**config.mk**
```make
export PLATFORM = sky130hd
export DESIGN_NAME = spi_xfer_engine
export DESIGN_NICKNAME = d
export VERILOG_FILES = /design/src/rtl/spi_host_pkg.sv /design/src/rtl/spi_clk_div.sv /design/src/rtl/spi_xfer_engine.sv
export SDC_FILE = /design/constraint.sdc
export NUM_CORES = 1
export LEC_CHECK = 0
export BUFFER_PORTS_ARGS = -buffer_cell sky130_fd_sc_hd__buf_2
export CORE_MARGIN = 1.5
export CORE_UTILIZATION = 40
export CTS_BUF_LIST = sky130_fd_sc_hd__clkbuf_2
export CTS_CLUSTER_DIAMETER = 50
export CTS_CLUSTER_SIZE = 24
export DETAILED_ROUTE_END_ITERATION = 12
export PLACE_DENSITY = 0.6
export SLEW_MARGIN = 10
export SYNTH_ARGS = -nofsm -noshare
export SYNTH_HDL_FRONTEND = slang
export SYNTH_SLANG_ARGS = --single-unit
```
**constraint.sdc**
```tcl
create_clock -name ACLK -period 2.05 [get_ports ACLK]
set_clock_uncertainty 0.2 [all_clocks]
set_input_delay 0.5125 -clock ACLK [delete_from_list [all_inputs] [get_ports ACLK]]
set_output_delay 0.5125 -clock ACLK [all_outputs]
set_load 0.03 [all_outputs]
```
**src/rtl/spi_host_pkg.sv**
```systemverilog
`default_nettype none
// ============================================================================
// spi_host_pkg : shared types and defaults for the SPI host engine. rev 1.0
// ============================================================================
package spi_host_pkg;

  localparam int   DEF_DATA_W       = 8;
  localparam int   DEF_CLKDIV_W     = 8;
  localparam logic IRQ_ACTIVE_STATE = 1'b1;

  typedef enum logic [1:0] {
    IDLE  = 2'd0,
    SETUP = 2'd1,
    SHIFT = 2'd2,
    HOLD  = 2'd3
  } spi_state_e;

endpackage
`default_nettype wire

```
**src/rtl/spi_clk_div.sv**
```systemverilog
`default_nettype none
// ============================================================================
// spi_clk_div : half-period tick generator, tick on last cycle of each
// half-period of (div+1) clocks. rev 1.0
// ============================================================================
module spi_clk_div
  import spi_host_pkg::*;
#(
  parameter int CLKDIV_W = DEF_CLKDIV_W
) (
  input  logic                ACLK,
  input  logic                ARESETN,
  input  logic                enable,
  input  logic [CLKDIV_W-1:0] div,
  output logic                tick
);

  logic [CLKDIV_W-1:0] cnt_q;
  logic [CLKDIV_W-1:0] cnt_d;

  // Wrapping at div means the counter never exceeds div, so max div is safe.
  always_comb begin
    tick  = enable && (cnt_q == div);
    cnt_d = cnt_q + 1'b1;
    if (!enable || tick) begin
      cnt_d = '0;
    end
  end

  always_ff @(posedge ACLK) begin
    if (!ARESETN) begin
      cnt_q <= '0;
    end else begin
      cnt_q <= cnt_d;
    end
  end

endmodule
`default_nettype wire

```
**src/rtl/spi_xfer_engine.sv**
```systemverilog
`default_nettype none
// ============================================================================
// spi_xfer_engine : single-frame SPI master (CPOL/CPHA, MSB first). rev 1.0
// ============================================================================
module spi_xfer_engine
  import spi_host_pkg::*;
#(
  parameter int DATA_W   = DEF_DATA_W,
  parameter int CLKDIV_W = DEF_CLKDIV_W
) (
  input  logic                ACLK,
  input  logic                ARESETN,
  input  logic                start_valid,
  output logic                start_ready,
  input  logic [DATA_W-1:0]   tx_data,
  input  logic                cpol,
  input  logic                cpha,
  input  logic [CLKDIV_W-1:0] clk_div,
  input  logic                miso,
  output logic                sclk,
  output logic                mosi,
  output logic                cs_n,
  output logic [DATA_W-1:0]   rx_data,
  output logic                rx_valid,
  output logic                busy
);

  localparam int               c_hp_w    = $clog2(2 * DATA_W);
  localparam logic [c_hp_w-1:0] c_hp_last = c_hp_w'(2 * DATA_W - 1);

  spi_state_e          state_q, state_d;
  logic [DATA_W-1:0]   tx_sh_q, tx_sh_d;
  logic [DATA_W-1:0]   rx_sh_q, rx_sh_d;
  logic [DATA_W-1:0]   rx_data_q, rx_data_d;
  logic                rx_valid_q, rx_valid_d;
  logic                cpol_q, cpol_d;
  logic                cpha_q, cpha_d;
  logic [CLKDIV_W-1:0] div_q, div_d;
  logic [c_hp_w-1:0]   hp_q, hp_d;
  logic                sclk_q, sclk_d;
  logic                mosi_q, mosi_d;
  logic                cs_n_q, cs_n_d;

  logic                w_tick;
  logic                w_in_shift;
  logic                w_leading;
  logic                w_sample;
  logic                w_shift_tx;

  spi_clk_div #(
    .CLKDIV_W (CLKDIV_W)
  ) u_clk_div (
    .ACLK    (ACLK),
    .ARESETN (ARESETN),
    .enable  (state_q != IDLE),
    .div     (div_q),
    .tick    (w_tick)
  );

  // Even half-periods end on a leading edge, odd ones on a trailing edge.
  always_comb begin
    w_in_shift = (state_q == SHIFT) && w_tick;
    w_leading  = ~hp_q[0];
    w_sample   = w_in_shift && (hp_q[0] == cpha_q);
    w_shift_tx = w_in_shift && (cpha_q ? (w_leading && (hp_q != '0))
                                       : (!w_leading && (hp_q != c_hp_last)));

    state_d    = state_q;
    tx_sh_d    = tx_sh_q;
    rx_sh_d    = rx_sh_q;
    rx_data_d  = rx_data_q;
    rx_valid_d = 1'b0;
    cpol_d     = cpol_q;
    cpha_d     = cpha_q;
    div_d      = div_q;
    hp_d       = hp_q;
    sclk_d     = sclk_q;

    case (state_q)
      IDLE: begin
        sclk_d = cpol;
        if (start_valid) begin
          state_d = SETUP;
          tx_sh_d = tx_data;
          cpol_d  = cpol;
          cpha_d  = cpha;
          div_d   = clk_div;
          hp_d    = '0;
        end
      end
      SETUP: begin
        sclk_d = cpol_q;
        if (w_tick) begin
          state_d = SHIFT;
        end
      end
      SHIFT: begin
        if (w_tick) begin
          sclk_d = ~sclk_q;
          if (hp_q == c_hp_last) begin
            state_d = HOLD;
            hp_d    = '0;
          end else begin
            hp_d = hp_q + 1'b1;
          end
        end
      end
      default: begin
        sclk_d = cpol_q;
        if (w_tick) begin
          state_d    = IDLE;
          rx_data_d  = rx_sh_q;
          rx_valid_d = 1'b1;
        end
      end
    endcase

    if (w_sample) begin
      rx_sh_d = (rx_sh_q << 1) | DATA_W'(miso);
    end
    if (w_shift_tx) begin
      tx_sh_d = tx_sh_q << 1;
    end

    // Pins are registered off next-state so cs_n never glitches on encoding.
    cs_n_d = (state_d == IDLE);
    mosi_d = (state_d != IDLE) ? tx_sh_d[DATA_W-1] : 1'b0;
  end

  always_ff @(posedge ACLK) begin
    if (!ARESETN) begin
      state_q    <= IDLE;
      tx_sh_q    <= '0;
      rx_sh_q    <= '0;
      rx_data_q  <= '0;
      rx_valid_q <= 1'b0;
      cpol_q     <= 1'b0;
      cpha_q     <= 1'b0;
      div_q      <= '0;
      hp_q       <= '0;
      sclk_q     <= 1'b0;
      mosi_q     <= 1'b0;
      cs_n_q     <= 1'b1;
    end else begin
      state_q    <= state_d;
      tx_sh_q    <= tx_sh_d;
      rx_sh_q    <= rx_sh_d;
      rx_data_q  <= rx_data_d;
      rx_valid_q <= rx_valid_d;
      cpol_q     <= cpol_d;
      cpha_q     <= cpha_d;
      div_q      <= div_d;
      hp_q       <= hp_d;
      sclk_q     <= sclk_d;
      mosi_q     <= mosi_d;
      cs_n_q     <= cs_n_d;
    end
  end

  assign start_ready = (state_q == IDLE);
  assign busy        = (state_q != IDLE);
  assign sclk        = sclk_q;
  assign mosi        = mosi_q;
  assign cs_n        = cs_n_q;
  assign rx_data     = rx_data_q;
  assign rx_valid    = rx_valid_q;

endmodule
`default_nettype wire

```
[Yosys cells after proc, flatten, opt, wreduce, memory -nomap -nowiden]
Index checks and enable logic that the tools add are counted.
Word-level totals
  flip-flop bits (word level): 52
  bits in latches: 0
  bits in writable memories: 0
  bits in read-only memories: 0
  input port bits: 22
  output and inout port bits: 14
  word-level logic and storage cells: 72
  memories kept: 0
Cells by class
  $add $sub $neg: 2
  $mul: 0
  divide/modulo/power cells: 0
  magnitude comparators: 0
  eq/ne operators: 8
  shift operators: 0
  mux-type cells: 17
  bitwise operators: 5
  reductions and logical operators: 25
Operator list (count)
  8-bit 2-to-1 mux: 3
  4-bit 2-to-1 mux: 3
  2-bit 2-to-1 mux: 5
  2-bit nonzero test: 5
  8-bit by 1-bit adder with 8-bit output (second input constant): 1
  8-bit == test: 1
  8-bit by 1-bit bitwise OR with 8-bit output: 1
  4-bit one-hot mux with 2 select lines: 1
  2-bit AND reduction: 4
  1-bit logical AND: 6
  2-bit one-hot mux with 3 select lines: 1
  4-bit by 1-bit adder with 4-bit output (second input constant): 1
  4-bit == test (second input constant): 1
  2-bit logical NOT: 2
  2-bit != test (second input constant): 2
  4-bit != test (second input constant): 1
  1-bit NOT: 4
  4-bit nonzero test: 1
  2-bit OR reduction: 2
  4-bit OR reduction: 1
  1-bit 2-to-1 mux: 3
  3-bit AND reduction: 1
  3-bit OR reduction: 1
  2-bit by 1-bit == test with 1-bit output (second input constant): 1
  5 further kinds: 5

[Depth between registers and ports, before layout]
Gate-level depths: netlist of run 1.
  depth after elaboration: 6
  depth in mapped cells: 9
  gate-level depth less buffers: 7

[Hierarchy]
Synthesis of run 1 repeated with hierarchy kept, for this count alone.
Unflattened totals
  cell total of the unflattened synthesis: 273
  area, all modules: 2392.3 sq um
By module, submodules not included
  spi_xfer_engine: instances 1, cells each 227, area an instance 1921.8 sq um, seq. area each 880.8 sq um
  spi_clk_div: instances 1, cells each 46, area an instance 470.5 sq um, seq. area each 160.2 sq um

[Worst setup path before layout of run 1]
No wires, ideal clock.
  path type: register to register
  start: register state_q[1]
  end: register tx_sh_q[6]
  library setup time: 0.091 ns
  arrival: 2.005 ns
  data required time: 1.759 ns
  path slack: -0.246 ns
  stages on the path, launching flop included: 9
  path buffers: 2
  clock period less this slack: 2.296 ns
  cell sequence: dfxtp_1 -> inv_1 -> ha_1 -> buf_4 -> nor3_2 -> nand4_2 -> or2_0 -> buf_2 -> a311oi_1
On the way
  elaborated cells on any way between the ends: 10
  those cells by class: eq/ne: 1; mux: 1; reduce/logical: 8
RTL lines
  from (decl): line spi_xfer_engine.sv:31  | spi_state_e state_q, state_d;
  from (signal assigned): line spi_xfer_engine.sv:145  | state_q <= state_d;
  2-bit logical NOT
  named net start_ready: line spi_xfer_engine.sv:14  | output logic start_ready,
  2-bit nonzero test (no source line)
  2-bit AND reduction (no source line)
  to (signal assigned): line spi_xfer_engine.sv:146  | tx_sh_q <= tx_sh_d;
  to (decl): line spi_xfer_engine.sv:32  | logic [DATA_W-1:0] tx_sh_q, tx_sh_d;
The timed path passes the listed nets, and every way through them passes these cells.
A chain may end at the register's enable or synchronous reset.

[Worst setup path in the final report of run 1]
  start: register state_q[1]
  end: output port busy
On the way
  longest elaborated chain between the ends: 1
RTL lines
  2-bit nonzero test: line spi_xfer_engine.sv:161  | assign busy = (state_q != IDLE);
  to (decl): line spi_xfer_engine.sv:25  | output logic busy
No other way between the ends.

==> reports/metrics.cfg, run 1 <==
[critical_path]
critPathArrivalTime_ns=1.31
r2r_cells=8
r2r_end=cs_n
start_kind=register
worst_setup_path_end_kind=output port
path_class=reg2out
r2r_slack_ns=0.02
worstPathMaxFanout=3
worstPathRequired_ns=1.34
timing.rr.start=state_q[1]

[logic_synthesis]
synth_top_area_cell=dfxtp_1
ys_types=44
synth_edf_count=0
synthTopCellsByArea=dfxtp_1, nand2_1, a21oi_1
synthCells=270
synth_commonest_cells=dfxtp_1, nand2_1, a21oi_1, nor2_1, nand3_1
avgSynthCellArea_um2=8.73
ys.warnings.count=0
syn_area_um2=2360
ys_seq_area_share_pct=44.2
synthFlopType=dfxtp_1
synth_most_common_cell=dfxtp_1
synth_xor_area_share_pct=5.57
synth_fa_ha_area_share_pct=4.25
synthMuxAreaShare_pct=3.82
ys_seq_elements=52
syn-num-nets=300
synth_top_family_by_area=simple AND/OR/NAND/NOR gates
async_flop_share_pct=0
synth_compound_area_share_pct=12.4
synth-simple-area-share_pct=24.7
netlist.area_leader.share_pct=44.2

[clock_tree]
cts_root_buf=clkbuf_2
clockBufferDepth=2
postCtsHoldBufs=0
insertion_delay_ns=0.44
cts_tree=yes
htreeDepth=2
cts_buffers=5
clock_sinks=52
clkTransAtPathRegs_ns=0.30

[sta]
slew_viol_final=0
final.setup.tns_ns=0
rsz0062_at_grt=true
fin_crit_ns=2.03
worstMarginPinSlew_ns=0.355
fmax_mhz=493
setup_viol=0
finalHoldViolCount=0
period_share_pct=98.9
finalWorstSetupSlack_ns=0.0227
max-slew-margin-rel_pct=76.4

[global_routing]
antenna_found_initial=0
grt_max_degree=33
grt_pass1_wl_mm=8.64
gr-usage-all-layers_pct=17.3
grt_pass1_vias=1831
grt-ovfl-total=0

[final_layout]
final_cells=408
multiInputGateArea_um2=1290
antenna_cells=0
layout-drive-gt1-share_pct=32.4
fillers=576
nets=365
syn2layout_area_growth_pct=26.5
seqCellArea_um2=1050

[route]
drc=0
drt_iter0_markers=161
wirelength_mm=5.44
final_antenna_net_count=0
viasPerCell=5.14
wl_per_cell_um=13.3
vias=2096
drt_pass1_iterations=4

[worst_hold_path]
hold-path-endpoint=div_q[3]
hold_class=in2reg
min_path_cells=3
min_from=clk_div[3]

[floorplan]
initial_utilization_pct=42.0
die_w_um=79.8
die_h_um=79.8
fp-row-count=27
io-pin-count=36
die-area_um2=6360
coreArea_um2=5610

[placed_design]
place_hpwl_mm=3.88
placement.setup.worst_slack_ns=-0.00812
dp_cells=394
portBuffers=35
gp_congestion=0.827

[pwr]
p_int_mw=1.30
power_frac_seq_pct=57.3
power.density_nw_per_um2=629
comb_power_share_pct=19.2
p_leak_nw=1.28
p_clk_share_pct=23.5
totalPowerFinal_mw=1.88
p_sw_share_pct=30.4
p_switching_mw=0.571
ir_drop_mv=0.344

[outcome]
status=complete, no violations

[run]
max_cap_viol_count=0

## critical path: stages, from the launching register on
cell        delay, ns
dfxtp_2          0.40
inv_2            0.08
ha_4             0.16
clkinvlp_4       0.09
buf_6            0.14
## registers in the layout, indices dropped and copies added (netlist names)
signal	count
cs_n	1
state_q	2
rx_valid	1
tx_sh_q	8
u_clk_div.cnt_q	8
rx_data	8
cpha_q	1
sclk	1
cpol_q	1
mosi	1
div_q	8
rx_sh_q	8
hp_q	4
## cell families (layout without fill, tap and decap cells)
family	Yosys count	count (layout)
mux	9	9
flops	52	52
simple gates	119	119
compound gates	44	44
xor+xnor	15	15
buf+inv	23	89
fa+ha+maj	8	8
## repair_timing
item                       CTS  global route
pin swaps                    3            10
buffers inserted             4             2
setup endpoints to repair    6            22
resized for setup            5            18
## per-stage QoR
| stage | hold WS [ns] | util (%) | area, µm² |
|---|---|---|---|
| 2_1_floorplan | 0.232 | - | 2380 |
| 3_3_place_gp | 0.243 | 49.8 | 2790 |
| 3_5_place_dp | 0.243 | 49.8 | 2790 |
| 4_1_cts | 0.0442 | 51.5 | 2890 |
| 5_1_grt | 0.00376 | 53.2 | 2980 |
| 6_report | 0.0661 | 53.2 | 2980 |
## metal layers
| metal | track usage [%] | share of wire, % | wire, µm | vias up |
|---|---|---|---|---|
| met5 | 0 | 0 | 0 | - |
| met4 | 4.31 | 0.64 | 35 | 0 |
| met3 | 3.54 | 5.0 | 271 | 4 |
| met2 | 27.9 | 48 | 2620 | 51 |
| met1 | 23.6 | 46 | 2520 | 977 |
| li1 | - | - | - | 1064 |
## worst max-delay path by stage
stage	to	from	slack (ns)
after floorplan	cs_n	state_q[1]	-0.02
after global placement	tx_sh_q[6]	div_q[6]	0.08
after detailed placement	tx_sh_q[6]	div_q[6]	-0.008
after CTS	hp_q[3]	state_q[0]	0.002
after global routing	hp_q[0]	div_q[6]	-0.07
final	busy	state_q[1]	0.02
## area by class of cell
type / instances / area share, %
Clock buffer: 5 / 0.839
Clock inverter: 3 / 0.881
Inverter: 9 / 1.26
Multi-Input combinational cell: 195 / 43.2
Sequential cell: 52 / 35.2
Tap cell: 72 / 3.02
Timing Repair Buffer: 72 / 15.6
## layout by cell type (no fill, tap or decap), drive strengths merged, types with 2 or more instances in the layout
master    count
buf          72
dfxtp        52
nand2        50
a21oi        23
nor2         20
nand3        16
xor2         13
mux2i         9
ha            8
inv           8
a311oi        8
nor3          7
clkbuf        5
and3          5
nor4          4
nand4         4
clkinvlp      3
or3           3
nor2b         3
and2          2
o221ai        2
xnor2         2
a211oi        2
o211ai        2
or2b          2
## power groups by stage
| stage | logic (mW) | registers, mW | clock network (mW) |
|---|---|---|---|
| 6_report | 0.360 | 1.07 | 0.441 |
| 5_1_grt | 0.390 | 1.08 | 0.514 |
| 4_1_cts | 0.341 | 1.07 | 0.461 |
| 3_5_place_dp | 0.320 | 1.09 | 0 |
| 3_3_place_gp | 0.317 | 1.09 | 0 |
| 2_1_floorplan | 0.195 | 1.10 | 0 |
(Power assumes the default switching activity.)
==> inputs of run 2 (changes only) <==
--- a/config.mk
+++ b/config.mk
@@ -7,13 +7,14 @@
 export LEC_CHECK = 0
 export BUFFER_PORTS_ARGS = -buffer_cell sky130_fd_sc_hd__buf_2
 export CORE_MARGIN = 1.5
-export CORE_UTILIZATION = 40
+export CORE_UTILIZATION = 50
 export CTS_BUF_LIST = sky130_fd_sc_hd__clkbuf_2
 export CTS_CLUSTER_DIAMETER = 50
 export CTS_CLUSTER_SIZE = 24
 export DETAILED_ROUTE_END_ITERATION = 12
-export PLACE_DENSITY = 0.6
+export PLACE_DENSITY = 0.72
 export SLEW_MARGIN = 10
 export SYNTH_ARGS = -nofsm -noshare
 export SYNTH_HDL_FRONTEND = slang
+export SYNTH_HIERARCHICAL = 1
 export SYNTH_SLANG_ARGS = --single-unit
==> run 2 against run 1 <==
Effect of this change:
- sequential share of layout area down 0.88 points
- power rose by 0.91%
- the flow now finishes with violations (negative setup slack)
- synthesized cell count grew 1.1%
- hold slack lost 0.028 ns
- sequential power is essentially flat
- setup slack worse by 0.093 ns
- critical endpoint is now mosi
- die area is 18% lower
- core utilization increased by 15 points
- largest power group unchanged
==> reports/metrics.cfg, run 2 <==
[logic_synthesis]
synth_top_area_cell=dfxtp_1  ; unchanged
synth_most_common_cell=nand2_1  ; was dfxtp_1
netlist.area_leader.share_pct=43.5  ; was 44.2%
synthCells=273  ; was 270
synthTopCellsByArea=dfxtp_1, nand2_1, a21oi_1  ; unchanged
ys.warnings.count=6  ; was 0
avgSynthCellArea_um2=8.76  ; was 8.73 µm²
async_flop_share_pct=0  ; unchanged
syn_area_um2=2390  ; was 2360 µm²
synthFlopType=dfxtp_1  ; unchanged
synth_edf_count=0  ; unchanged
ys_types=43  ; was 44
ys_seq_area_share_pct=43.5  ; was 44.2%
ys_seq_elements=52  ; unchanged
syn-num-nets=303  ; was 300
synth_commonest_cells=nand2_1, dfxtp_1, a21oi_1, nor2_1, nand3_1  ; was dfxtp_1, nand2_1, a21oi_1, nor2_1, nand3_1

[global_routing]
gr-usage-all-layers_pct=21.4  ; was 17.3%
grt_pass1_wl_mm=8.79  ; was 8.64 mm
antenna_found_initial=0  ; unchanged
grt_pass1_vias=1995  ; was 1831
grt_max_degree=26  ; was 33
grt-ovfl-total=0  ; unchanged

[clock_tree]
cts_buffers=5  ; unchanged
clockBufferDepth=2  ; unchanged
postCtsHoldBufs=0  ; unchanged
cts_tree=yes  ; unchanged
clock_sinks=52  ; unchanged
cts_root_buf=clkbuf_2  ; unchanged
insertion_delay_ns=0.46  ; was 0.44 ns
htreeDepth=2  ; unchanged
clkTransAtPathRegs_ns=0.29  ; was 0.30 ns

[floorplan]
die-area_um2=5210  ; was 6360 µm²
coreArea_um2=4470  ; was 5610 µm²
fp-row-count=24  ; was 27
io-pin-count=36  ; unchanged
initial_utilization_pct=53.5  ; was 42.0%
die_h_um=72.2  ; was 79.8 µm
die_w_um=72.2  ; was 79.8 µm

[pwr]
power_frac_seq_pct=56.8  ; was 57.3%
p_switching_mw=0.584  ; was 0.571 mW
power.density_nw_per_um2=619  ; was 629 nW/µm²
p_leak_nw=1.27  ; was 1.28 nW
p_clk_share_pct=24.1  ; was 23.5%
p_int_mw=1.31  ; was 1.30 mW
totalPowerFinal_mw=1.89  ; was 1.88 mW
comb_power_share_pct=19.1  ; was 19.2%
p_sw_share_pct=30.8  ; was 30.4%
ir_drop_mv=0.493  ; was 0.344 mV

[placed_design]
gp_congestion=0.774  ; was 0.827
place_hpwl_mm=3.71  ; was 3.88 mm
portBuffers=35  ; unchanged

[final_layout]
layout-drive-gt1-share_pct=35.4  ; was 32.4%
layout_commonest_cell=nand2_1  ; unchanged
nets=368  ; was 365
syn2layout_area_growth_pct=27.9  ; was 26.5%
final_cell_mix=nand2_1, dfxtp_1, buf_2  ; was nand2_1, dfxtp_1, buf_4
post-route-util_pct=68.4  ; was 53.2%
fillers=346  ; was 576
antenna_cells=0  ; unchanged

[route]
drt_iter0_markers=68  ; was 161
final_antenna_net_count=0  ; unchanged
drc=0  ; unchanged
vias=2081  ; was 2096
drt_pass1_iterations=4  ; unchanged
wl_per_cell_um=13.3  ; about the same
viasPerCell=5.32  ; was 5.14
wirelength_mm=5.19  ; was 5.44 mm

[sta]
fmax_mhz=472  ; was 493 MHz
setup_viol=11  ; was 0
period_share_pct=103  ; was 98.9%
fin_crit_ns=2.12  ; was 2.03 ns
finalHoldViolCount=0  ; unchanged
finalWorstSetupSlack_ns=-0.0702  ; was 0.0227 ns
timing.hold.ws_ns=0.0378  ; was 0.0661 ns
worstMarginPinSlew_ns=0.402  ; was 0.355 ns
slew_viol_final=0  ; unchanged
rsz0062_at_grt=true  ; unchanged
max-slew-margin-rel_pct=73.2  ; was 76.4%

[critical_path]
worstPathRequired_ns=2.24  ; was 1.34 ns
start_kind=register  ; unchanged
path_class=reg2reg  ; was reg2out
critPathArrivalTime_ns=2.31  ; was 1.31 ns
r2r_slack_ns=-0.07  ; was 0.02 ns
worstPathMaxFanout=3  ; unchanged
worst_setup_path_end_kind=register  ; was output port

[outcome]
status=finished with violations  ; was complete, no violations
violations=negative setup slack

[worst_hold_path]
hold_class=in2reg  ; unchanged

[run]
max_cap_viol_count=0  ; unchanged

run 2: cells by family after synthesis:
family	count (synthesis)	synth area share, %
xor+xnor	12	4.71
simple gates	117	23.2
fa+ha+maj	8	4.18
buf+inv	22	5.39
mux	9	3.82
flops	52	43.5
compound gates	53	15.2
run 2: final timing paths:
check | startpoint | end | cells after the start
min | clk_div[7] | div_q[7] | 3
max | u_clk_div/cnt_q[4] | mosi | 7
max reg2reg | u_clk_div/cnt_q[4] | mosi | 7
min reg2reg | rx_data[2] | rx_data[2] | 2
run 2: routing by layer:
layer  vias to the layer above  track usage, %  part of all wire, %
met1                       978            26.8                   46
met5                         -               0                    0
met3                         8            4.44                  3.7
met2                        34            37.2                   48
met4                         0            6.29                  1.6
li1                       1061               -                    -
run 2: worst max-delay path, cell delays in order, from the launching register on:
cell	delay, ns
dfxtp_2	0.39
xor2_1	0.19
nor4_4	0.31
and3_4	0.28
nand2_8	0.06
o21bai_4	0.19
mux2_4	0.30
and3_1	0.14
run 2: power by group through the flow:
stage / Combinational (mW) / Clock [mW] / Sequential, mW
2_1_floorplan: 0.203 / 0 / 1.10
3_3_place_gp: 0.312 / 0 / 1.09
3_5_place_dp: 0.315 / 0 / 1.09
4_1_cts: 0.340 / 0.464 / 1.08
5_1_grt: 0.395 / 0.506 / 1.08
6_report: 0.361 / 0.456 / 1.08
run 2: metrics by stage:
| stage | cell area, µm² | std cells | TNS [ns] | worst slack [ns] |
|---|---|---|---|---|
| floorplan | 2480 | 273 | -3.04 | -0.270 |
| global placement | 2820 | 374 | -0.00877 | -0.00678 |
| detailed placement | 2820 | 374 | -0.0704 | -0.0313 |
| CTS | 2960 | 386 | -0.530 | -0.0613 |
| global route | 3060 | 391 | -2.09 | -0.178 |
| finish | 3060 | 391 | -0.528 | -0.0702 |
run 2: layout make-up:
cell class	instances	area (µm²)	area share (%)
multi-input combinational	199	1370	44.9
tap	52	65.1	2.13
clock inverter	3	27.5	0.900
clock buffer	5	25.0	0.818
inverter	9	37.5	1.23
sequential	52	1050	34.3
timing repair buffer	71	482	15.7
run 2: what timing repair did:
| item | CTS | global route |
|---|---|---|
| setup endpoints to repair | 17 | 36 |
| resized for setup | 14 | 12 |
| gates cloned | 0 | 0 |
| pin swaps | 3 | 4 |
| buffers inserted | 4 | 5 |
